`src/rtl/peak_detector.sv`:
```
// Pulse peak detector: tracks amplitude and timestamp of the maximum of each over-threshold pulse.
// Optional feature: define PEAK_TIMESTAMP_EN to keep the timestamp counter; otherwise peak_time reads 0.

package package_settings;
    localparam int SIZE_FILTER_DATA = 16;
endpackage

module peak_detector
    import package_settings::*;
#(
    parameter int HOLDOFF_LEN = 16,
    parameter int MAX_WIDTH   = 64,
    parameter int TIME_W      = 32
) (
    input  logic                               clk,
    input  logic                               reset,
    input  logic signed [SIZE_FILTER_DATA-1:0] input_data,
    input  logic signed [SIZE_FILTER_DATA-1:0] threshold,
    input  logic                               out_ready,
    output logic                               peak_valid,
    output logic signed [SIZE_FILTER_DATA-1:0] peak_amplitude,
    output logic        [TIME_W-1:0]           peak_time,
    output logic                               pileup,
    output logic        [7:0]                  drop_cnt,
    output logic                               busy
);

    localparam int WIDTH_W = $clog2(MAX_WIDTH + 1);
    localparam int HOLD_W  = (HOLDOFF_LEN > 1) ? $clog2(HOLDOFF_LEN) : 1;
    localparam logic [WIDTH_W-1:0] WIDTH_MAX = WIDTH_W'(MAX_WIDTH);
    localparam logic [HOLD_W-1:0]  HOLD_LAST = HOLD_W'(HOLDOFF_LEN - 1);

    typedef enum logic [1:0] {
        IDLE,
        ABOVE,
        OVERLONG,
        HOLDOFF
    } state_t;

    state_t                             state;
    logic        [WIDTH_W-1:0]          width;
    logic        [HOLD_W-1:0]           hold_cnt;
    logic signed [SIZE_FILTER_DATA-1:0] max_val;

    logic over;
    logic emit;
    logic emit_pileup;
    logic accept;

`ifdef PEAK_TIMESTAMP_EN
    logic [TIME_W-1:0] time_cnt;
    logic [TIME_W-1:0] max_time;
    logic [TIME_W-1:0] peak_time_q;

    always_ff @(posedge clk) begin
        if (!reset) time_cnt <= '0;
        else        time_cnt <= time_cnt + TIME_W'(1);
    end

    assign peak_time = peak_time_q;
`else
    assign peak_time = '0;
`endif

    // Signed compare: both operands are declared signed.
    assign over = (input_data > threshold);

    // NOTE: every output of a combinational block gets a default first, so no path leaves it unassigned and no latch is inferred.
    always_comb begin
        emit        = 1'b0;
        emit_pileup = 1'b0;
        if (state == ABOVE) begin
            if (!over) begin
                emit = 1'b1;
            end else if (width == WIDTH_MAX) begin
                emit        = 1'b1;
                emit_pileup = 1'b1;
            end
        end
    end

    // A result only lands in the output register if the slot is free or being drained this cycle.
    assign accept = emit && (!peak_valid || out_ready);
    assign busy   = (state != IDLE);

    // NOTE: state registers use non-blocking assignments so every register samples pre-edge values.
    always_ff @(posedge clk) begin
        if (!reset) begin
            state          <= IDLE;
            width          <= '0;
            hold_cnt       <= '0;
            max_val        <= '0;
            peak_valid     <= 1'b0;
            peak_amplitude <= '0;
            pileup         <= 1'b0;
            drop_cnt       <= '0;
`ifdef PEAK_TIMESTAMP_EN
            max_time       <= '0;
            peak_time_q    <= '0;
`endif
        end else begin
            case (state)
                IDLE: begin
                    if (over) begin
                        state   <= ABOVE;
                        max_val <= input_data;
                        width   <= WIDTH_W'(1);
`ifdef PEAK_TIMESTAMP_EN
                        max_time <= time_cnt;
`endif
                    end
                end
                ABOVE: begin
                    if (!over) begin
                        state    <= HOLDOFF;
                        hold_cnt <= '0;
                    end else if (width == WIDTH_MAX) begin
                        state <= OVERLONG;
                    end else begin
                        width <= width + WIDTH_W'(1);
                        // Strictly greater: a repeated maximum keeps the earlier timestamp.
                        if (input_data > max_val) begin
                            max_val <= input_data;
`ifdef PEAK_TIMESTAMP_EN
                            max_time <= time_cnt;
`endif
                        end
                    end
                end
                OVERLONG: begin
                    if (!over) begin
                        state    <= HOLDOFF;
                        hold_cnt <= '0;
                    end
                end
                HOLDOFF: begin
                    hold_cnt <= hold_cnt + HOLD_W'(1);
                    if (hold_cnt == HOLD_LAST) state <= IDLE;
                end
                default: state <= IDLE;
            endcase

            if (accept) begin
                peak_valid     <= 1'b1;
                peak_amplitude <= max_val;
                pileup         <= emit_pileup;
`ifdef PEAK_TIMESTAMP_EN
                peak_time_q    <= max_time;
`endif
            end else if (emit) begin
                if (drop_cnt != 8'hFF) drop_cnt <= drop_cnt + 8'd1;
            end else if (peak_valid && out_ready) begin
                peak_valid <= 1'b0;
            end
        end
    end

endmodule
```
`config.mk`:
```
export PLATFORM = sky130hd
export DESIGN_NAME = peak_detector
export DESIGN_NICKNAME = d
export VERILOG_FILES = /design/src/rtl/peak_detector.sv
export SDC_FILE = /design/constraint.sdc
export NUM_CORES = 1
export LEC_CHECK = 0
export CAP_MARGIN = 20
export CORE_MARGIN = 2
export CORE_UTILIZATION = 25
export CTS_CLUSTER_DIAMETER = 150
export DETAILED_ROUTE_END_ITERATION = 10
export GPL_ROUTABILITY_DRIVEN = 0
export HOLD_SLACK_MARGIN = 0.12
export SYNTH_ARGS = -nofsm -noshare
export SYNTH_HDL_FRONTEND = slang
export SYNTH_SLANG_ARGS = --single-unit
```
`constraint.sdc`:
```
create_clock -name clk -period 2.5 [get_ports clk]
set_input_delay 0.5 -clock clk [delete_from_list [all_inputs] [get_ports clk]]
set_output_delay 0.5 -clock clk [all_outputs]
set_load 0.01 [all_outputs]
```
* Word level (Yosys, flattened, before mapping) *
Cells that the tools add are included.

storage, ports and cells
  register bits after elaboration = 55
  output and inout bits = 59
  input port bits = 35
  word-level logic and storage cells = 70

cells by class
  multiplexer cells = 25
  order comparisons = 2
  add/sub/neg operators = 3
  equality and inequality tests = 15
  bitwise operators = 1
  reductions and logical operators = 16

operators by type and width
  kind                 count
  $mux 16              4
  $gt 16x16->1         2
  $pmux 16 s2          1
  $mux 7               3
  $pmux 7 s2           1
  $ne 2x2->1 const B   6
  $mux 2               5
  $add 8x1->8 const B  1
  $mux 1               8
  $ne 8x8->1 const B   1
  $pmux 2 s4           1
  $pmux 4 s2           1
  $reduce_and 4->1     2
  $reduce_bool 2->1    4
  $add 7x1->7 const B  1
  $eq 7x7->1 const B   1
  $reduce_and 5->1     1
  $add 4x1->4 const B  1
  $eq 2x2->1 const B   2
  $eq 4x4->1 const B   1
  $mux 4               1
  $ne 2x1->1 const B   2
  $reduce_and 2->1     2
  $ne 3x2->1 const B   1
  other kinds (8)      9

* Longest topological paths before layout *
Gate-level depths: netlist of run 1.

  word-level depth = 7
  depth in mapped cells = 10
  gate-level depth less buffers = 9

* Worst setup path after synthesis of run 1 *
Ideal clock, no wire load.

  kind = input-to-reg
  start = input port threshold[15]
  end = register state[0]
  library setup time = 0.088 ns
  buffers on the path = 1
  arrival = 2.611 ns
  cell stages on the path = 10
  path slack = -0.199 ns
  required time = 2.412 ns
  cells stage by stage = inv_1 > ha_1 > and4_4 > a221oi_1 > a21oi_1 > and4_1 > nor2_2 > buf_2 > mux2_4 > a311oi_2

between the ends
  cells in the longest elaborated chain, start to end = 3
  elaborated cells on any way between the ends = 7
  those cells by class = 1 x order compare; 3 x eq/ne; 2 x mux; 1 x reduce/logical

ends and longest elaborated chain
  element                                                                 RTL line  source
  start: declaration                                                      18        input logic signed [SIZE_FILTER_DATA-1:0] threshold,
  $gt 16x16->1 *                                                          66        assign over = (input_data > threshold);
  $ne 3x2->1 (no source line) (tied with other cells)                     -
  $reduce_and 4->1 (no source line) / $pmux 2 s4 (equally long branches)  -
  end signal: assignment                                                  89        state <= IDLE;
  end signal: assignment                                                  105       state <= ABOVE;
  end signal: assignment                                                  115       state <= HOLDOFF;
  end: declaration                                                        40        state_t state;

Every way passes the cells marked *; elsewhere a longest branch is shown, timed or not.
A chain may end at the register's enable or synchronous reset.

* Worst setup path in the final report of run 1 *
  start = input port threshold[14]
  end = register drop_cnt[5]

between the ends
  cells in the longest elaborated chain, start to end = 6

ends and longest elaborated chain
  element                              RTL line  source
  $gt 16x16->1 *                       66
  $mux 1 *                             73        if (!over) begin
  $mux 1 *                             72        if (state == ABOVE) begin
  $logic_and 1x1->1                    83        assign accept = emit && (!peak_valid || out_ready);
  $not 1->1 (no source line)           -
  $reduce_and 3->1 (no source line) *  -
  end signal: assignment               151       if (drop_cnt != 8'hFF) drop_cnt <= drop_cnt + 8'd1;
  end: declaration                     24        output logic [7:0] drop_cnt,

Marks and branches as above.

==> results of run 1 <==
==> sequential cells by signal, summed over array words and instances, names as in the netlist <==
register        count
pileup              1
state               2
max_val            16
hold_cnt            4
peak_valid          1
drop_cnt            8
peak_amplitude     16
width               7
==> where the power goes <==
| group | internal (mW) | switching (mW) |
|---|---|---|
| Clock | 0.468 | 0.320 |
| Combinational | 0.720 | 0.786 |
| Sequential | 0.994 | 0.0716 |
| Total | 2.18 | 1.18 |
==> cells in the final DEF (no fill, tap or decap), types with 4 or more instances in the layout <==
master	Yosys	routed
dlygate4sd2_1	0	6
nand4_1	15	15
buf_6	1	15
a31oi_1	6	6
and4_4	1	4
mux2i_1	42	40
conb_1	1	32
a21o_1	6	6
clkbuf_16	0	5
o211ai_1	5	5
nand2_1	72	72
a21oi_1	13	9
ha_4	0	19
ha_1	40	20
buf_4	33	43
a21oi_2	0	4
nor2_1	9	9
dfxtp_1	55	55
clkbuf_2	0	9
nand2b_1	7	7
inv_1	41	26
clkdlybuf4s50_1	0	28
nand3_1	11	11
inv_2	0	11
and3_1	8	6
==> final cells by class <==
cell class                      instances  area (um2)
Inverter                               42         178
Multi-Input combinational cell        326        2630
Tap cell                              184         230
Fill cell                            1452        9180
Sequential cell                        55        1100
Clock inverter                          2        37.5
Clock buffer                            5         125
Timing Repair Buffer                  111         991
==> worst min-delay path: cells and delay by family (launching register included) <==
kind / cells / cell delay, ns
muxes: 1 / 0.05
and+or+nand+nor: 1 / 0.05
DFF: 1 / 0.31
==> logic make-up (layout without fill, tap and decap cells) <==
family / count (synthesis) / in the layout
AOI/OAI and AO/OA: 55 / 55
xor gates and xnor gates: 2 / 2
adders and majority gates: 40 / 40
buffers and inverters: 87 / 160
DFF: 55 / 55
muxes: 43 / 43
other: 1 / 32
and+or+nand+nor: 153 / 154
==> cell usage after synthesis, drive strengths merged, types with 2 or more instances <==
| master | count |
|---|---|
| o21ai | 6 |
| mux2i | 42 |
| nor3b | 2 |
| a21oi | 13 |
| ha | 40 |
| nor2b | 4 |
| nor3 | 5 |
| or3 | 3 |
| a31oi | 6 |
| nand2 | 72 |
| buf | 36 |
| nand3 | 12 |
| nand2b | 7 |
| a21o | 6 |
| a221oi | 3 |
| dfxtp | 55 |
| clkbuf | 9 |
| nand4 | 15 |
| o31ai | 2 |
| nor4 | 2 |
| nor2 | 10 |
| o211ai | 5 |
| a211oi | 4 |
| nand4b | 2 |
| inv | 41 |
| or4 | 2 |
| a311oi | 3 |
| xor2 | 2 |
| and4 | 7 |
| and3 | 8 |
==> worst max path at each step <==
stage | startpoint | end | slack [ns]
detailed placement | threshold[5] | max_val[8]$_SDFFE_PN0P_ | -0.93
global placement | threshold[5] | max_val[13]$_SDFFE_PN0P_ | -0.82
floorplan | threshold[14] | max_val[10]$_SDFFE_PN0P_ | -0.06
finish | threshold[14] | drop_cnt[5]$_SDFFE_PN0P_ | 0.02
global route | threshold[14] | max_val[8]$_SDFFE_PN0P_ | -0.08
CTS | threshold[14] | max_val[8]$_SDFFE_PN0P_ | 0.003
==> metal layers <==
metal,up-vias,track usage (%),wire length [um]
met5,-,0,0
met4,0,3.75,116
met3,12,2.17,448
met2,83,19.4,4550
met1,1587,15.2,4370
li1,1675,-,-
==> repair_timing <==
action                     4_1_cts  5_1_grt
gates cloned                     2        0
gates resized for setup        116       60
setup buffers                    4       11
pin swaps                       26       28
setup endpoints to repair       55       49
==> results.sh, run 1 <==
export IMPL_status="finished clean"
export IMPL_fin_skew_ns=0.00780
export IMPL_crit_required_ns=2.68
export IMPL_grt_max_degree=71
export IMPL_cts_tree="built"
export IMPL_regToRegSetupSlack_ns=0.09
export IMPL_rows=44
export IMPL_period_needed_ns=2.48
export IMPL_place_area_um2=4760
export IMPL_coreArea_um2=14500
export IMPL_synth_distinct_cells=52
export IMPL_first_pass_iters=5
export IMPL_end_kind="flip-flop"
export IMPL_max_cap_viol_count=0
export IMPL_hold_viol=0
export IMPL_slew_viol_final=0
export IMPL_yosysTopAreaCell="dfxtp_1"
export IMPL_nets=616
export IMPL_via_count=3357
export IMPL_cellPowerDensity_nw_per_um2=634
export IMPL_ir_drop_mv=0.423
export IMPL_syn_inst=436
export IMPL_route_detailed_drc=0
export IMPL_crit_path_start_kind="input pin"
export IMPL_timing_slew_headroom_pct=65.8
export IMPL_numPortBuffers=61
export IMPL_max_freq_ghz=0.404
export IMPL_synth_xor_area_share_pct=0.473
export IMPL_r2r_cells=11
export IMPL_min_to="peak_amplitude[3]$_SDFFE_PN0P_"
export IMPL_first_global_vias=3178
export IMPL_cts_buffers=5
export IMPL_synthToLayoutAreaGrowth_pct=43.0
export IMPL_slowest_stage="a311oi_4"
export IMPL_synth_flop_cell="dfxtp_1"
export IMPL_path_class="in -> reg"
export IMPL_period_share_pct=99.1
export IMPL_hold_start="peak_amplitude[3]$_SDFFE_PN0P_"
export IMPL_die_h_um=126
export IMPL_ctsHoldBuffers=0
export IMPL_diodes=0
export IMPL_r2r_start="max_val[14]$_SDFFE_PN0P_"
export IMPL_crit_fanout=6
export IMPL_total_power_mw=3.36
export IMPL_antenna_found_initial=0
export IMPL_clock_path_buffers=2
export IMPL_whs_ns=0.459
export IMPL_crit_chain="buf_8 > inv_12 > ha_4 > and4_4 > nand4_1 > a21o_1 > a311oi_4 > buf_4 > o21ai_4 > buf_6 > and4_1 > mux2i_1"
export IMPL_ant_nets=0
export IMPL_wl_per_cell_um=13.1
export IMPL_fin_setup_tns_ns=0
export IMPL_netlist_area_um2=3700
export IMPL_ys_seq_area_share_pct=29.7
export IMPL_clock_latency_ns=0.29
export IMPL_synth_top_family_by_area="simple AND/OR/NAND/NOR gates"
export IMPL_crit_family="compound AO/OA/AOI/OAI gates"
export IMPL_cts_htree_levels=2
export IMPL_final_cells=725
export IMPL_cp_arrival_ns=2.66
export IMPL_synth_fa_ha_area_share_pct=13.5
export IMPL_synth_warnings=0
export IMPL_tightest_slew_ns=0.511
export IMPL_rsz0062_at_grt="yes"
export IMPL_synth_area_per_cell_um2=8.50
export IMPL_synth_seq_cells=55
export IMPL_die_area_um2=15800
export IMPL_cts_clk_slew_worst_paths_ns=0.07
export IMPL_synth_edf_count=0
export IMPL_start_util_pct=25.6
export IMPL_hold_class="reg -> reg"
export IMPL_finish_instance_area_um2=5300
export IMPL_synthTopCellsByArea="dfxtp_1, ha_1, mux2i_1"
export IMPL_cts_sinks=55
export IMPL_timing_rr_end="max_val[8]$_SDFFE_PN0P_"
export IMPL_dpl_hpwl_mm=6.98
export IMPL_via_per_inst=4.63
export IMPL_fin_util_pct=36.6
export IMPL_setup_slack_ns=0.0219
export IMPL_drt_iter0_markers=137
export IMPL_overflow=0
export IMPL_yosys_mux_area_fraction_pct=11.8
export IMPL_totalWireLength_mm=9.48
export IMPL_synthArstFlopShare_pct=0
export IMPL_top_level_ports=94
export IMPL_grt_pass1_wl_mm=15.2
export IMPL_synth_compound_area_share_pct=11.0
export IMPL_setup_violations=0
export IMPL_chipWidth_um=126
export IMPL_post_place_ws_ns=-0.928
export IMPL_cpPeakStageDelay_ns=0.43
export IMPL_power_leakage_nw=2.24
export IMPL_synthSimpleGateAreaFrac_pct=21.0
export IMPL_drive_gt1_share_pct=27.0
export IMPL_synth_top_area_share_pct=29.7
export IMPL_hold_depth=2
export IMPL_grt_usage_pct=11.6
export IMPL_place_inst=703
export IMPL_cts_root_buf="clkbuf_16"
export IMPL_path_buf_inv=4
export IMPL_path_depth=12
Note: power is estimated with default switching activity, not from simulation.
==> inputs of run 2 (changes only) <==
Settings changed: CTS_CLUSTER_SIZE set to 25, PLACE_DENSITY set to 0.5.
==> results.sh, run 2 (synthesis gave the netlist of run 1 again) <==
export IMPL_status="finished clean"
export IMPL_overflow=0
export IMPL_ant_nets=0
export IMPL_hold_viol=0
export IMPL_die_h_um=126
export IMPL_whs_ns=0.461
export IMPL_crit_chain="buf_2 > ha_4 > and3_4 > nand4_1 > a21o_1 > a311oi_4 > buf_4 > nor2_4 > a211oi_4 > buf_6 > mux2i_1"
export IMPL_numPortBuffers=61
export IMPL_grt_pass1_wl_mm=15.2
export IMPL_place_inst=702
export IMPL_coreArea_um2=14500
export IMPL_slowest_stage="a311oi_4"
export IMPL_slew_viol_final=0
export IMPL_reg_largest_list="max_val (16), peak_amplitude (16), drop_cnt (8)"
export IMPL_cts_clk_slew_worst_paths_ns=0.07
export IMPL_grt_usage_pct=11.7
export IMPL_diodes=0
export IMPL_clock_latency_ns=0.30
export IMPL_via_count=3287
export IMPL_crit_fanout=8
export IMPL_cts_root_buf="clkbuf_16"
export IMPL_cp_arrival_ns=2.71
export IMPL_first_global_vias=3237
export IMPL_ir_drop_mv=0.294
export IMPL_via_per_inst=4.55
export IMPL_totalWireLength_mm=9.47
export IMPL_total_power_mw=3.30
export IMPL_setup_violations=0
export IMPL_die_area_um2=15800
export IMPL_max_cap_viol_count=0
export IMPL_final_cells=723
export IMPL_rows=44
export IMPL_period_share_pct=99.5
export IMPL_crit_required_ns=2.72
export IMPL_chipWidth_um=126
export IMPL_path_class="in -> reg"
export IMPL_hold_class="reg -> reg"
export IMPL_final_cell_mix="nand2_1, dfxtp_1, mux2i_1, buf_4, conb_1"
export IMPL_start_util_pct=25.6
export IMPL_end_kind="flip-flop"
export IMPL_top_level_ports=94
export IMPL_rsz0062_at_grt="yes"
export IMPL_route_detailed_drc=0
export IMPL_first_pass_iters=4
export IMPL_cts_sinks=55
export IMPL_cellPowerDensity_nw_per_um2=631
export IMPL_power_leakage_nw=2.23
export IMPL_period_needed_ns=2.49
export IMPL_synthToLayoutAreaGrowth_pct=41.1
export IMPL_crit_path_start_kind="input pin"
export IMPL_wl_per_cell_um=13.1
export IMPL_grt_max_degree=37
export IMPL_fin_util_pct=36.1
export IMPL_drive_gt1_share_pct=26.9
export IMPL_ctsHoldBuffers=0
export IMPL_cpPeakStageDelay_ns=0.33
export IMPL_cts_htree_levels=2
export IMPL_timing_slew_headroom_pct=66.2
export IMPL_fin_skew_ns=0.00723
export IMPL_fin_setup_tns_ns=0
export IMPL_max_freq_ghz=0.402
export IMPL_tightest_slew_ns=0.505
export IMPL_clock_path_buffers=2
export IMPL_cts_buffers=5
export IMPL_cts_tree="built"
export IMPL_final_common_cell="nand2_1"
export IMPL_drt_iter0_markers=92
export IMPL_dpl_hpwl_mm=6.98
export IMPL_antenna_found_initial=0
export IMPL_nets=613
==> run 2: cell count changes in the layout (fill, tap and decap cells not counted), sizes merged, moves of 3 or more <==
cell / previous run / this run
buf: 65 / 68
clkbuf: 14 / 20
clkdlybuf4s15: 3 / 0
dlygate4sd2: 6 / 1
==> run 2: metal layers <==
layer  wire, um  global-route usage [%]  vias up
met5          0                       0        -
met4        159                    3.43        0
met2       4570                    20.3       73
met1       4430                    14.8     1529
li1           -                       -     1675
met3        315                    2.08       10
==> run 2: metrics by stage <==
stage / cell area (um2) / setup WS, ns
2_1_floorplan: 3920 / -0.0616
3_3_place_gp: 4740 / -0.736
3_5_place_dp: 4740 / -0.798
4_1_cts: 5130 / -0.00745
5_1_grt: 5230 / -0.0942
6_report: 5230 / 0.0136
==> run 2: final cells by class <==
| type | count | area, um2 |
|---|---|---|
| inverters | 42 | 178 |
| clock buffers | 8 | 156 |
| repair buffers | 109 | 953 |
| multi-input cells | 325 | 2610 |
| flip-flops and latches | 55 | 1100 |
| well taps | 184 | 230 |
| fillers | 1464 | 9250 |
==> run 2: where the power goes <==
group,internal [mW],total [mW],switching [mW]
Combinational,0.701,1.48,0.777
Sequential,0.994,1.06,0.0707
Clock,0.428,0.754,0.326
Total,2.12,3.30,1.17
==> run 2: worst paths after layout <==
path / startpoint / end / slack, ns / depth (start not counted)
max: input_data[10] / max_val[15]$_SDFFE_PN0P_ / 0.01 / 11
min: peak_amplitude[5]$_SDFFE_PN0P_ / peak_amplitude[5]$_SDFFE_PN0P_ / 0.46 / 2
max reg2reg: max_val[14]$_SDFFE_PN0P_ / max_val[15]$_SDFFE_PN0P_ / 0.09 / 11
min reg2reg: peak_amplitude[5]$_SDFFE_PN0P_ / peak_amplitude[5]$_SDFFE_PN0P_ / 0.46 / 2
==> run 2: what timing repair did <==
action,in CTS,in global routing
gates resized for setup,126,58
pin swaps,25,27
hold endpoints to repair,0,0
buffers inserted,7,6
setup endpoints to repair,55,48
cloned,1,0
==> run 2: worst max-delay path, delay by kind of cell <==
family                   cells  cell delay [ns]
adder cells (fa/ha/maj)      1             0.28
AND/OR/NAND/NOR              3             0.36
buffers and inverters        3             0.53
AO/OA/AOI/OAI                3             0.84
multiplexers                 1             0.20
